## src/rtl/peripheral_fpmul.sv

```systemverilog
// Multi-cycle IEEE-754 single-precision multiplier: shift-add mantissa product,
// round-to-nearest-even, denormals flushed to zero, uniform 28-cycle latency.
module peripheral_fpmul #(
  parameter int MULT_CYCLES = 24
) (
  input  logic        clk,
  input  logic        reset,
  input  logic        start,
  input  logic [31:0] dataA,
  input  logic [31:0] dataB,
  output logic        busy,
  output logic        done,
  output logic [31:0] dataR,
  output logic [2:0]  flags
);

  localparam int CW = $clog2(MULT_CYCLES + 1);

  typedef enum logic [2:0] {
    S_IDLE, S_UNPACK, S_MULT, S_NORM, S_ROUND, S_DONE
  } state_t;

  state_t state_reg, state_next;

  logic [31:0]       a_reg, b_reg;
  logic              sign_reg, nan_reg, inf_reg, zero_reg;
  logic [23:0]       ma_reg;
  logic [47:0]       acc_reg;
  logic signed [9:0] exp_reg;
  logic [CW-1:0]     cnt_reg;
  logic [22:0]       mant_reg;
  logic              guard_reg, sticky_reg;
  logic              busy_reg, done_reg;
  logic [31:0]       data_r_reg;
  logic [2:0]        flags_reg;

  // Operand field decode
  logic [7:0]  ea, eb;
  logic [22:0] fa, fb;
  logic [23:0] ma, mb;
  assign ea = a_reg[30:23];
  assign eb = b_reg[30:23];
  assign fa = a_reg[22:0];
  assign fb = b_reg[22:0];
  assign ma = (ea == 8'h00) ? 24'h0 : {1'b1, fa};
  assign mb = (eb == 8'h00) ? 24'h0 : {1'b1, fb};

  logic nan_a, nan_b, inf_a, inf_b;
  assign nan_a = (ea == 8'hFF) && (fa != 23'h0);
  assign nan_b = (eb == 8'hFF) && (fb != 23'h0);
  assign inf_a = (ea == 8'hFF) && (fa == 23'h0);
  assign inf_b = (eb == 8'hFF) && (fb == 23'h0);

  // One shift-add step: add the multiplicand into the upper half when the
  // multiplier bit currently at the bottom of the accumulator is set.
  logic [24:0] step_sum;
  assign step_sum = {1'b0, acc_reg[47:24]} + (acc_reg[0] ? {1'b0, ma_reg} : 25'd0);

  logic [23:0] rounded;
  logic        round_inc;
  assign round_inc = guard_reg & (sticky_reg | mant_reg[0]);
  assign rounded   = {1'b0, mant_reg} + {23'h0, round_inc};

  logic [31:0] result_w;
  logic [2:0]  result_flags_w;
  always_comb begin
    result_w       = {sign_reg, exp_reg[7:0], mant_reg};
    result_flags_w = 3'b000;
    if (nan_reg || (inf_reg && zero_reg)) begin
      result_w       = 32'h7FC00000;
      result_flags_w = 3'b100;
    end else if (inf_reg) begin
      result_w = {sign_reg, 8'hFF, 23'h0};
    end else if (zero_reg) begin
      result_w = {sign_reg, 31'h0};
    end else if (exp_reg >= 10'sd255) begin
      result_w       = {sign_reg, 8'hFF, 23'h0};
      result_flags_w = 3'b010;
    end else if (exp_reg <= 10'sd0) begin
      result_w       = {sign_reg, 31'h0};
      result_flags_w = 3'b001;
    end
  end

  always_comb begin
    state_next = state_reg;
    case (state_reg)
      S_IDLE:   if (start) state_next = S_UNPACK;
      S_UNPACK: state_next = S_MULT;
      S_MULT:   if (cnt_reg == CW'(MULT_CYCLES - 1)) state_next = S_NORM;
      S_NORM:   state_next = S_ROUND;
      S_ROUND:  state_next = S_DONE;
      S_DONE:   state_next = S_IDLE;
      default:  state_next = S_IDLE;
    endcase
  end

  always_ff @(posedge clk or negedge reset) begin
    if (!reset) state_reg <= S_IDLE;
    else        state_reg <= state_next;
  end

  always_ff @(posedge clk or negedge reset) begin
    if (!reset) begin
      a_reg      <= 32'h0;
      b_reg      <= 32'h0;
      sign_reg   <= 1'b0;
      nan_reg    <= 1'b0;
      inf_reg    <= 1'b0;
      zero_reg   <= 1'b0;
      ma_reg     <= 24'h0;
      acc_reg    <= 48'h0;
      exp_reg    <= 10'sd0;
      cnt_reg    <= '0;
      mant_reg   <= 23'h0;
      guard_reg  <= 1'b0;
      sticky_reg <= 1'b0;
      busy_reg   <= 1'b0;
      done_reg   <= 1'b0;
      data_r_reg <= 32'h0;
      flags_reg  <= 3'b000;
    end else begin
      done_reg <= 1'b0;
      busy_reg <= (state_next == S_MULT) || (state_next == S_NORM) ||
                  (state_next == S_ROUND) || (state_next == S_DONE);
      case (state_reg)
        S_IDLE: begin
          if (start) begin
            a_reg <= dataA;
            b_reg <= dataB;
          end
        end
        S_UNPACK: begin
          sign_reg <= a_reg[31] ^ b_reg[31];
          nan_reg  <= nan_a | nan_b;
          inf_reg  <= inf_a | inf_b;
          zero_reg <= (ea == 8'h00) | (eb == 8'h00);
          ma_reg   <= ma;
          acc_reg  <= {24'h0, mb};
          exp_reg  <= $signed({2'b00, ea} + {2'b00, eb} - 10'd127);
          cnt_reg  <= '0;
        end
        S_MULT: begin
          acc_reg <= {step_sum, acc_reg[23:1]};
          cnt_reg <= cnt_reg + CW'(1);
        end
        S_NORM: begin
          if (acc_reg[47]) begin
            mant_reg   <= acc_reg[46:24];
            guard_reg  <= acc_reg[23];
            sticky_reg <= |acc_reg[22:0];
            exp_reg    <= exp_reg + 10'sd1;
          end else begin
            mant_reg   <= acc_reg[45:23];
            guard_reg  <= acc_reg[22];
            sticky_reg <= |acc_reg[21:0];
          end
        end
        S_ROUND: begin
          // Carry out of the 23-bit field means the significand became 2.0
          if (rounded[23]) begin
            mant_reg <= 23'h0;
            exp_reg  <= exp_reg + 10'sd1;
          end else begin
            mant_reg <= rounded[22:0];
          end
        end
        S_DONE: begin
          data_r_reg <= result_w;
          flags_reg  <= result_flags_w;
          done_reg   <= 1'b1;
        end
        default: ;
      endcase
    end
  end

  assign busy  = busy_reg;
  assign done  = done_reg;
  assign dataR = data_r_reg;
  assign flags = flags_reg;

endmodule

```

## config.mk

```make
export PLATFORM = sky130hd
export DESIGN_NAME = peripheral_fpmul
export DESIGN_NICKNAME = d
export VERILOG_FILES = /design/src/rtl/peripheral_fpmul.sv
export SDC_FILE = /design/constraint.sdc
export NUM_CORES = 1
export LEC_CHECK = 0
export ABC_AREA = 0
export CAP_MARGIN = 20
export CORE_UTILIZATION = 34
export CTS_BUF_LIST = sky130_fd_sc_hd__clkbuf_4 sky130_fd_sc_hd__clkbuf_8
export DETAILED_ROUTE_END_ITERATION = 12
export GPL_TIMING_DRIVEN = 0
export PLACE_DENSITY = 0.6
export SLEW_MARGIN = 25
export SYNTH_ARGS = -nofsm -noshare
export SYNTH_HDL_FRONTEND = slang
export SYNTH_SLANG_ARGS = --single-unit
```

## constraint.sdc

```tcl
create_clock -name clk -period 2.8 [get_ports clk]
set_clock_uncertainty 0.1 [all_clocks]
set_input_delay 0.84 -clock clk [delete_from_list [all_inputs] [get_ports clk]]
set_output_delay 0.84 -clock clk [all_outputs]
set_load 0.01 [all_outputs]
```

## Yosys cells after proc, flatten, opt, wreduce, memory -nomap -nowiden

Index checks and enable logic that the tools add are counted.

- Add/subtract/negate cells: 6
- Magnitude comparators: 2
- Equality and inequality tests: 14
- Mux-type cells: 27
- Bitwise operators: 6
- Reduce and logical (&&, ||, !) cells: 23

Operators by type and width:

| cell | number |
|---|---|
| $mux W31 | 4 |
| $pmux W48 S2 | 1 |
| $mux W24 | 3 |
| $logic_not A23 Y1 | 2 |
| $mux W23 | 2 |
| $pmux W23 S2 | 1 |
| $reduce_bool A23 Y1 | 2 |
| $mux W32 | 1 |
| $pmux W10 S3 | 1 |
| $add A24 B24 Y25 | 1 |
| $add A23 B1 Y24 | 1 |
| $reduce_or A23 Y1 | 1 |
| $reduce_or A22 Y1 | 1 |
| $mux W10 | 2 |
| $eq A8 B8 Y1 const B | 2 |
| $logic_not A8 Y1 | 2 |
| $pmux W3 S5 | 1 |
| $eq A3 B2 Y1 const B | 4 |
| $eq A3 B3 Y1 const B | 4 |
| $add A10 B2 Y10 const B | 1 |
| $ge A10 B9 Y1 const B | 1 |
| $le A10 B1 Y1 const B | 1 |
| $pmux W5 S2 | 1 |
| $sub A9 B7 Y10 const B | 1 |
| 18 further kinds | 37 |

- Bits in registers: 220
- Input port bits: 67
- Output and inout bits: 37

## Logic depth before layout (Yosys ltp)

- Depth in word-level cells: 7
- Gate-level depth with buffers: 12
- Gate-level depth less buffers: 12

## Worst setup path after synthesis

Ideal clock, no wire load.

- Path type: flip-flop to flip-flop
- Start point: register acc_reg[0]
- End point: register acc_reg[42]
- Library setup time: 0.122 ns
- Arrival time: 2.535 ns
- Required time: 2.578 ns
- Setup slack: 0.044 ns
- Cell stages (with the launch flop): 12
- Path buffers: 2
- Cell sequence: dfrtp_1 -> clkbuf_1 -> and2_1 -> ha_1 -> buf_6 -> a21oi_1 -> nand2_1 -> or4_4 -> a21oi_4 -> a21oi_2 -> or3_1 -> a32o_1

- Cells in the longest elaborated chain, start to end: 3

RTL lines:

| element | line | RTL |
|---|---|---|
| start: declaration | 28 | `logic [47:0] acc_reg;` |
| start signal: assignment | 139 | `acc_reg <= {24'h0, mb};` |
| start signal: assignment | 144 | `acc_reg <= {step_sum, acc_reg[23:1]};` |
| $mux W24 | 57 | `assign step_sum = {1'b0, acc_reg[47:24]} + (acc_reg[0] ? {1'b0, ma_reg} : 25'd0);` |
| $add A24 B24 Y25 | 57 |  |
| $pmux W48 S2 | 126 | `case (state_reg)` |

Every way passes these cells.
A chain may end at the register's enable or synchronous reset.

## Worst setup path in the final report

- Start point: register acc_reg[0]
- End point: register acc_reg[39]

Same word-level chain as after synthesis.

==> flow_metrics.tcl <==
set metrics [dict create \
    status "finished with violations" \
    violations "negative setup slack" \
    fin_crit_sh_pct 101 \
    gp_congestion 0.847 \
    final_common_cell "dfrtp_1" \
    fmax_mhz 353 \
    endpoint_kind "flop" \
    power_switching_mw 6.51 \
    pwr-share-comb_pct 44.5 \
    drive_above_1_share_pct 17.9 \
    hold-worst-slack_ns 0.0891 \
    min_period_ns 2.83 \
    port_buffers 103 \
    hold_class "in2async" \
    p_leak_nw 6.06 \
    met3_length_um 1600 \
    drc_errors 0 \
    synth-seq-cells 220 \
    synthCells 1091 \
    die_area_um2 34100 \
    cp.arrival_ns 3.15 \
    grt.total_usage_pct 17.9 \
    grt_max_degree 64 \
    dr_wl_met2_um 13600 \
    cts_root_buf "clkbuf_8" \
    syn-num-nets 1204 \
    final_cell_mix "dfrtp_1, clkdlybuf4s50_1, o21ai_0" \
    grt_overflow_total 0 \
    path_clk_slew_ns 0.06 \
    vias_per_cell 5.33 \
    cts_buffers 37 \
    fin_ws_ns -0.0345 \
    clock_latency_ns 0.54 \
    clockBufferDepth 3 \
    drt_iter0_drc 660 \
    synth_edf_count 0 \
    area_growth_pct 26.3 \
    rows 66 \
    postCtsHoldBufs 0 \
    syn-cell-area_um2 11300 \
    critPathRequiredTime_ns 3.12 \
    antenna_found_initial 0 \
    max_cap_violations 0 \
    crit_path_max_fanout 5 \
    clock_power_share_pct 19.0 \
    cts_max_level 2 \
    switching_share_pct 39.3 \
    avgSynthCellArea_um2 10.4 \
    num_antenna_cells 0 \
    grt_pass1_wl_um 48500 \
    initial_core_util_pct 34.7 \
    dr_total_vias 9167 \
    boundaryPins 104 \
    slew_headroom_pct 43.5 \
    nNetsFinal 1367 \
    postRouteAntennaNets 0 \
    cts_sinks 220 \
    path_class "reg2reg" \
    irDropWorstVdd_uv 412 \
    route.top_layer_used "met4" \
    die_w_um 185 \
    power_frac_seq_pct 36.6 \
    die_h_um 185 \
    start_kind "flop" \
    dp.cells 1639 \
    ys_seq_area_share_pct 48.6 \
    drv_slew 0 \
    first_pass_iters 6 \
    cts_tree "done" \
    yosysWarnings 0 \
    fillers 3136 \
    largest_reg_flops 48 \
    setup_viol 2 \
    yosysUniqueCellTypes 74 \
    dp_hpwl_um 21700 \
    grt_pass1_vias 8960 \
    rsz0062_at_grt "true" \
    wl_um 30100 \
    instances_no_fill 1720 \
    met1_length_um 14400 \
    async_flop_share_pct 100 \
    wl_per_cell_um 17.5 \
    hold_viol 0 \
    ys.flop_type "dfrtp_1" \
    core_area_um2 32600 \
    p_int_mw 10.1 \
    power.density_nw_per_um2 1160 \
    worst_pin_slew_ns 0.841 \
]
Yosys cell counts (8+ instances only):
library cell,number,area share (%)
dfrtp_1,220,49
o21ai_0,85,3.8
a21oi_1,75,3.3
nand2_1,69,2.3
mux2_2,62,6.2
nor2_1,59,2.0
inv_1,52,1.7
a22o_1,51,3.9
ha_1,44,4.9
clkbuf_1,39,1.3
and2_1,27,1.5
mux2i_1,24,2.1
a222oi_1,23,2.0
nand3_1,21,0.93
nor4_1,21,1.2
nand4_1,18,0.99
xnor2_1,16,1.2
a31oi_1,14,0.77
buf_2,13,0.57
nor3_1,13,0.57
a21o_1,12,0.80
o211ai_1,9,0.60
and3_1,8,0.44
xor2_1,8,0.62
worst max-delay path: stages, from the launching register on:
cell      delay [ns]
dfrtp_2         0.48
buf_4           0.16
clkbuf_4        0.14
and2_1          0.17
ha_4            0.24
a21oi_2         0.18
o21a_1          0.23
o21bai_1        0.11
o211ai_1        0.11
buf_4           0.19
a21oi_2         0.06
or3_1           0.31
a32o_1          0.26
cell type report:
class / instances / area [µm²] / share of cell area, %
multi-input combinational: 757 / 5680 / 39.7
buffer: 56 / 256 / 1.79
sequential: 220 / 5510 / 38.5
tap: 442 / 553 / 3.87
inverter: 54 / 203 / 1.42
clock inverter: 6 / 82.6 / 0.577
timing repair buffer: 128 / 1290 / 9.03
clock buffer: 57 / 734 / 5.14
layer usage:
metal / up-vias / track usage [%]
met2: 244 / 27.7
met3: 48 / 3.16
met1: 4471 / 25.6
li1: 4404 / -
met4: 0 / 4.60
met5: - / 0
power by group through the flow:
| stage | sequential [mW] | clock (mW) | combinational [mW] |
|---|---|---|---|
| floorplan | 5.65 | 0 | 4.94 |
| global placement | 6.01 | 0 | 6.80 |
| detailed placement | 6.04 | 0 | 6.95 |
| CTS | 6.00 | 3.22 | 7.17 |
| global route | 6.28 | 3.40 | 8.21 |
| finish | 6.06 | 3.14 | 7.37 |
per-stage QoR:
stage	util (%)	setup TNS, ns	power [mW]	area, µm²	worst slack (ns)
5_1_grt	43.8	-0.539	17.9	14300	-0.181
3_5_place_dp	39.9	-40.08	13.0	13000	-0.778
2_1_floorplan	-	0	10.6	11300	0.0436
6_report	43.8	-0.0473	16.6	14300	-0.0345
4_1_cts	43.1	-0.503	16.4	14000	-0.127
3_3_place_gp	39.6	-1948.08	12.8	12900	-8.71
worst paths after layout:
check / startpoint / endpoint / slack, ns / depth (start not counted)
max: acc_reg[0] / acc_reg[39] / -0.03 / 12
min: reset / dataR[13] / 0.09 / 1
max reg2reg: acc_reg[0] / acc_reg[39] / -0.03 / 12
min reg2reg: ma_reg[23] / ma_reg[23] / 0.38 / 1
max in group asynchronous: reset / acc_reg[0] / 1.20 / 4
min in group clk: ma_reg[23] / ma_reg[23] / 0.38 / 1
kinds of logic after synthesis:
logic type      share of synthesized area, %
compound gates                          19.8
xor+xnor                                1.86
fa+ha+maj                               5.21
buf+inv                                 4.05
flops                                   48.6
mux                                     8.28
simple gates                            12.2
timing repair:
action / in CTS / in global routing
setup buffers: 12 / 10
gates cloned: 1 / 0
gates resized for setup: 30 / 40
endpoints found under the setup margin: 58 / 30
pin swaps: 14 / 22
No activity file was read; power rests on OpenSTA's default activity.
